File: src/rtl/seq_pkg.sv
// Shared types and opcodes for the instruction sequencer.
// SEQ_STEP_EN adds the PAUSE state used for single-stepping.
package seq_pkg;

  typedef enum logic [2:0] {
    FETCH,
    DECODE,
    EXEC,
    HALT
`ifdef SEQ_STEP_EN
    , PAUSE
`endif
  } state_t;

  localparam logic [3:0] OP_NOP   = 4'h0;
  localparam logic [3:0] OP_LDA   = 4'h1;
  localparam logic [3:0] OP_ADD   = 4'h2;
  localparam logic [3:0] OP_ADDIN = 4'h3;
  localparam logic [3:0] OP_JMP   = 4'h4;
  localparam logic [3:0] OP_JC    = 4'h5;
  localparam logic [3:0] OP_HLT   = 4'hF;

  typedef struct packed {
    logic jump;
    logic jumpc;
    logic sin;
    logic ina;
    logic twone;
    logic pcLoad;
  } strobe_t;

endpackage

File: src/rtl/seq_decode.sv
// Opcode/carry to accumulator and PC strobe mapping.
// Strobes are only produced while en is high (EXEC cycle).
module seq_decode
  import seq_pkg::*;
(
  input  logic       en,
  input  logic [3:0] opcode,
  input  logic       carry,
  output strobe_t    strobes
);

  always_comb begin
    strobes = '0;
    if (en) begin
      unique case (1'b1)
        (opcode == OP_LDA): strobes.sin = 1'b1;
        (opcode == OP_ADD): strobes.twone = 1'b1;
        (opcode == OP_ADDIN): begin
          strobes.twone = 1'b1;
          strobes.ina   = 1'b1;
        end
        (opcode == OP_JMP): begin
          strobes.jump   = 1'b1;
          strobes.pcLoad = 1'b1;
        end
        (opcode == OP_JC): begin
          strobes.jumpc  = 1'b1;
          strobes.pcLoad = carry;
        end
        default: strobes = '0;
      endcase
    end
  end

endmodule

File: src/rtl/seq_control.sv
// Fetch/decode/execute sequencer with instruction retire counter.
// Define SEQ_STEP_EN to add the step port and PAUSE state.
module seq_control
  import seq_pkg::*;
(
  input  logic       clock,
  input  logic       reset,
  input  logic       mem_ack,
  input  logic [7:0] instr,
  input  logic       carry,
`ifdef SEQ_STEP_EN
  input  logic       step,
`endif
  output logic       mem_req,
  output logic       pc_inc,
  output logic       pc_load,
  output logic [3:0] pc_target,
  output logic       jump,
  output logic       jumpc,
  output logic       sin,
  output logic       ina,
  output logic       twone,
  output logic [3:0] operand,
  output logic       halted,
  output logic [7:0] instr_count
);

  state_t     state;
  state_t     stateNext;
  logic [7:0] ir;
  logic [7:0] count;
  logic       inExec;
  strobe_t    strobes;

  always_ff @(posedge clock) begin
    if (reset) begin
      state <= FETCH;
      ir    <= '0;
      count <= '0;
    end else begin
      state <= stateNext;
      if (state == FETCH && mem_ack) ir <= instr;
      if (state == EXEC) count <= count + 8'd1;
    end
  end

  always_comb begin
    stateNext = state;
    unique case (state)
      FETCH:  if (mem_ack) stateNext = DECODE;
      DECODE: stateNext = EXEC;
      EXEC: begin
        if (ir[7:4] == OP_HLT) stateNext = HALT;
`ifdef SEQ_STEP_EN
        else stateNext = PAUSE;
`else
        else stateNext = FETCH;
`endif
      end
      HALT:   stateNext = HALT;
`ifdef SEQ_STEP_EN
      PAUSE:  if (step) stateNext = FETCH;
`endif
      default: stateNext = FETCH;
    endcase
  end

  // Reset gates the strobes so an aborted instruction has no effect.
  assign inExec = !reset && (state == EXEC);

  seq_decode uDecode (
    .en      (inExec),
    .opcode  (ir[7:4]),
    .carry   (carry),
    .strobes (strobes)
  );

  always_comb begin
    mem_req = !reset && (state == FETCH);
    pc_inc  = !reset && (state == FETCH) && mem_ack;
    halted  = !reset && (state == HALT);
    pc_load = strobes.pcLoad;
    jump    = strobes.jump;
    jumpc   = strobes.jumpc;
    sin     = strobes.sin;
    ina     = strobes.ina;
    twone   = strobes.twone;
  end

  assign pc_target   = ir[3:0];
  assign operand     = ir[3:0];
  assign instr_count = count;

endmodule

File: config.mk
export PLATFORM = sky130hd
export DESIGN_NAME = seq_control
export DESIGN_NICKNAME = d
export VERILOG_FILES = /design/src/rtl/seq_pkg.sv /design/src/rtl/seq_decode.sv /design/src/rtl/seq_control.sv
export SDC_FILE = /design/constraint.sdc
export NUM_CORES = 1
export LEC_CHECK = 0
export CORE_MARGIN = 2
export CORE_UTILIZATION = 41
export CTS_CLUSTER_SIZE = 25
export DETAILED_ROUTE_END_ITERATION = 8
export GPL_TIMING_DRIVEN = 0
export HOLD_SLACK_MARGIN = 0.02
export PLACE_DENSITY = 0.81
export SLEW_MARGIN = 20
export SYNTH_ARGS = -nofsm -noshare
export SYNTH_HDL_FRONTEND = slang
export SYNTH_HIERARCHICAL = 1
export SYNTH_SLANG_ARGS = --single-unit
File: constraint.sdc
create_clock -name clock -period 2.05 [get_ports clock]
set_clock_uncertainty 0.05 [all_clocks]
set_input_delay 0.41 -clock clock [delete_from_list [all_inputs] [get_ports clock]]
set_output_delay 0.41 -clock clock [all_outputs]
set_load 0.03 [all_outputs]
==> metrics.md, run 1 <==
| Metric | Value |
|---|---|
| Run status | `finished, final reports clean` |
| Total wire length | `2020 um` |
| Cell at the slowest stage of the critical path | `clkdlybuf4s50_1` |
| Critical path startpoint | `reset` |
| Ordered list of cells on the worst path | `clkdlybuf4s50_1 > nor2b_4 > nor3b_4 > and3_4 > buf_6` |
| Portion of netlist area occupied by mux cells | `0.102` |
| Top Ports | `37` |
| Global route overflow | `0` |
| Fillcell total | `170` |
| Top fanout value on the critical path | `4` |
| Layout overhead on the synthesized area | `55.1%` |
| Highest attainable clock frequency | `0.488 GHz` |
| Count of endpoints failing setup in the final report | `0` |
| Final hold violation count | `0` |
| Commonest cells after routing, fill and taps aside | `27 x clkdlybuf4s50_1, 17 x buf_4, 17 x dfxtp_1` |
| Number of max-slew violations in the final report | `0` |
| Synthesized instance count | `98` |
| Count of routing violations after the opening detailed-route iteration | `3` |
| Count of TritonRoute iterations in the first routing pass | `3` |
| Die Outline Area | `0.00255 sq mm` |
| Seq pwr share | `0.498` |
| Final design instance area without fill | `0.00137 sq mm` |
| Post-synthesis net count | `111` |
| RD Place Congestion | `0.750` |
| Per-cell routed wire length | `11.9 um` |
| Crit path time final | `2050 ps` |
| Dominant synthesized flop cell | `dfxtp_1` |
| Placement-stage cell area | `0.00128 sq mm` |
| Hold Crit Class | `flop to flop` |
| Clock tree sinks | `18` |
| Synthesis Warnings | `6` |
| Setup_tns | `0 ps` |
| Total vias in the final route | `809` |
| Startpoint Class | `input pin` |
| Period utilisation layout | `0.999` |
| Wire length of the first global-routing pass | `3260 um` |
| Initial antenna violation count | `0` |
| Kind of capture point of the worst setup path | `output port` |
| Core area | `0.00200 sq mm` |
| CTS Root Buffer Type | `clkbuf_4` |
| Later-pin clock latency in the skew report | `300 ps` |
| Data arrival time at the worst-slack endpoint | `1590 ps` |
| Final #Nets | `156` |
| Via count normalized by instance count | `4.79` |
| Number of antenna-violating nets in the routed design | `0` |
| Die H | `50.5 um` |
| RSZ-0062 raised after global routing | `yes` |
| CTS tree | `yes` |
| Gr usage total | `0.168` |
| Share of Yosys cell area claimed by the top area cell type | `0.407` |
| PwrDens | `558 mW/mm^2` |
| Number of diodes | `0` |
| Static leakage power | `0.589 nW` |
| Critical hold path startpoint | `instr_count[7]$_SDFFE_PP0P_` |
| Floorplan die width | `50.5 um` |
| Fraction of layout cells with a size suffix above 1 | `0.268` |
| Max clock buf depth | `2` |
| Sequential element share of the synthesized area | `0.407` |
| Int Power | `0.558 mW` |
| Post-synthesis share of cell area spent on full adders, half adders and majority gates | `0.0141` |
| Combinational Power Share | `0.206` |
| Clock transition at the registers of the reported paths | `110 ps` |
| Number of H-tree branching levels | `1` |
| Register bit total from synthesis | `18` |
| Number of global-route vias before repair | `736` |
| Top post-synthesis cells by area | `dfxtp_1 41%, mux2i_1 10%, buf_4 7.6%, nor2_1 5.5%, a21oi_1 4.5%` |
| Site row count | `16` |
| Post-synthesis async set-or-reset flop share | `0` |
| Share of synthesized cell area in and, or, nand and nor gates | `0.278` |
| Launch instance of the worst register-to-register path | `state[1]$_SDFFE_PP0P_` |
| EDFF count, synth | `0` |
| Fraction of power consumed by the clock network | `0.296` |
| Post-synth design cell area | `886 sq um` |
| Max-cap violations | `0` |
| Net load switching power | `0.209 mW` |
| IR drop worst, VDD | `489 uV` |
| Count of unique library cells instantiated by Yosys | `27` |
| Synth Area per Inst | `9.04 sq um` |
| Worst setup margin | `2.48 ps` |
| Required @ worst endpoint | `1590 ps` |
| Effective utilization at floorplan | `0.443` |
| Main combinational cell family by area after synthesis | `simple AND/OR/NAND/NOR gates` |
| Startpoint-to-endpoint class of the critical path | `input pin to output port` |
| Cell type with the highest aggregate area in the netlist | `dfxtp_1` |
| Count of unresolved DRC violations after routing | `0` |
| Detailed Place HPWL | `1530 um` |
| Pin slew with the least headroom to its limit | `311 ps` |
| Pin count of the biggest net entering global routing | `11` |
| Crit path largest cell delay | `490 ps` |
| Total of buffers placed on input and output ports | `36` |
| Inserted Clock Buffers | `3` |
| Tightest slew margin relative to the limit | `0.792` |
| Area fraction in compound gates after synthesis | `0.0763` |
| Synthesized-area fraction occupied by xor and xnor cells | `0.0198` |
| Most common library cell in the layout ignoring fill and taps | `clkdlybuf4s50_1` |
| Switching share of power | `0.272` |
| Setup WS pre-CTS | `-502 ps` |
| Number of hold-repair buffers added at the cts stage | `0` |
[metrics by stage]
| stage | hold slack, ps | total power [mW] | utilization | std cells |
|---|---|---|---|---|
| final | 442 | 0.767 | 0.686 | 169 |
| after global routing | 458 | 0.796 | 0.686 | 169 |
| after CTS | 449 | 0.769 | 0.673 | 167 |
| after detailed placement | 433 | 0.537 | 0.642 | 161 |
| after global placement | 406 | 0.533 | 0.642 | 161 |
| after floorplan | 435 | 0.475 | - | 98 |
[sequential cells by signal, indices dropped and copies added, names as in the netlist]
| register | flops |
|---|---|
| state | 2 |
| instr_count | 8 |
| ir | 8 |
[layout make-up]
| type | instances | area, sq um | area share |
|---|---|---|---|
| plain buffers | 12 | 91.3 | 0.0665 |
| clock buffers | 4 | 36.3 | 0.0264 |
| inverters | 3 | 11.3 | 0.00820 |
| multi-input cells | 65 | 465 | 0.339 |
| flip-flops and latches | 18 | 362 | 0.263 |
| well taps | 27 | 33.8 | 0.0246 |
| repair buffers | 40 | 374 | 0.272 |
[worst paths after layout]
| kind | to | slack (ps) | cells after the start |
|---|---|---|---|
| setup / recovery | ina | 2 | 5 |
| hold / removal | instr_count[7]$_SDFFE_PP0P_ | 440 | 2 |
| setup reg to reg | ir[0]$_SDFFE_PP0P_ | 530 | 7 |
| hold reg to reg | instr_count[7]$_SDFFE_PP0P_ | 440 | 2 |
[timing repair]
| item | 4_1_cts | 5_1_grt |
|---|---|---|
| endpoints found under the hold margin | 0 | 0 |
| gates resized for setup | 61 | 5 |
| buffers inserted | 2 | 2 |
| pin swaps | 1 | 0 |
| setup endpoints to repair | 9 | 8 |
[synthesized netlist by cell type (2+ instances only)]
library cell / instances
nor2b_1: 5
inv_1: 3
xnor2_1: 2
or3_1: 4
and3_1: 2
clkbuf_1: 2
nor2_1: 13
buf_4: 9
nand3_1: 2
mux2i_1: 9
nand2_1: 2
nand3b_1: 2
o21ai_0: 4
dfxtp_1: 18
nor3_1: 2
a21oi_1: 8
[per-layer routing]
metal	GRT usage	part of all wire
met1	0.196	0.43
met2	0.311	0.52
met3	0.0268	0.039
met4	0.0541	0.0094
met5	0	0
[kinds of logic after synthesis]
logic type,after synthesis
and+or+nand+nor,40
DFF,18
buffers and inverters,15
AOI/OAI and AO/OA,13
muxes,9
xor gates and xnor gates,2
adders and majority gates,1
[critical path, delay by kind of cell]
family	cells	cell delay [ps]
buffers and inverters	2	610
AND/OR/NAND/NOR	3	570
[power by group through the flow]
stage	logic (mW)	clock network (mW)	registers [mW]
after CTS	0.155	0.232	0.382
after detailed placement	0.149	0	0.387
after global placement	0.146	0	0.386
after floorplan	0.0888	0	0.386
after global routing	0.168	0.243	0.384
final	0.158	0.227	0.382
No activity file was read; power rests on OpenSTA's default activity.
==> inputs of run 2 (changes only) <==
Settings changed: SLEW_MARGIN 20 to 25.
==> results of run 2 <==
The final DEF is identical to that of run 1; final timing and power are the same.
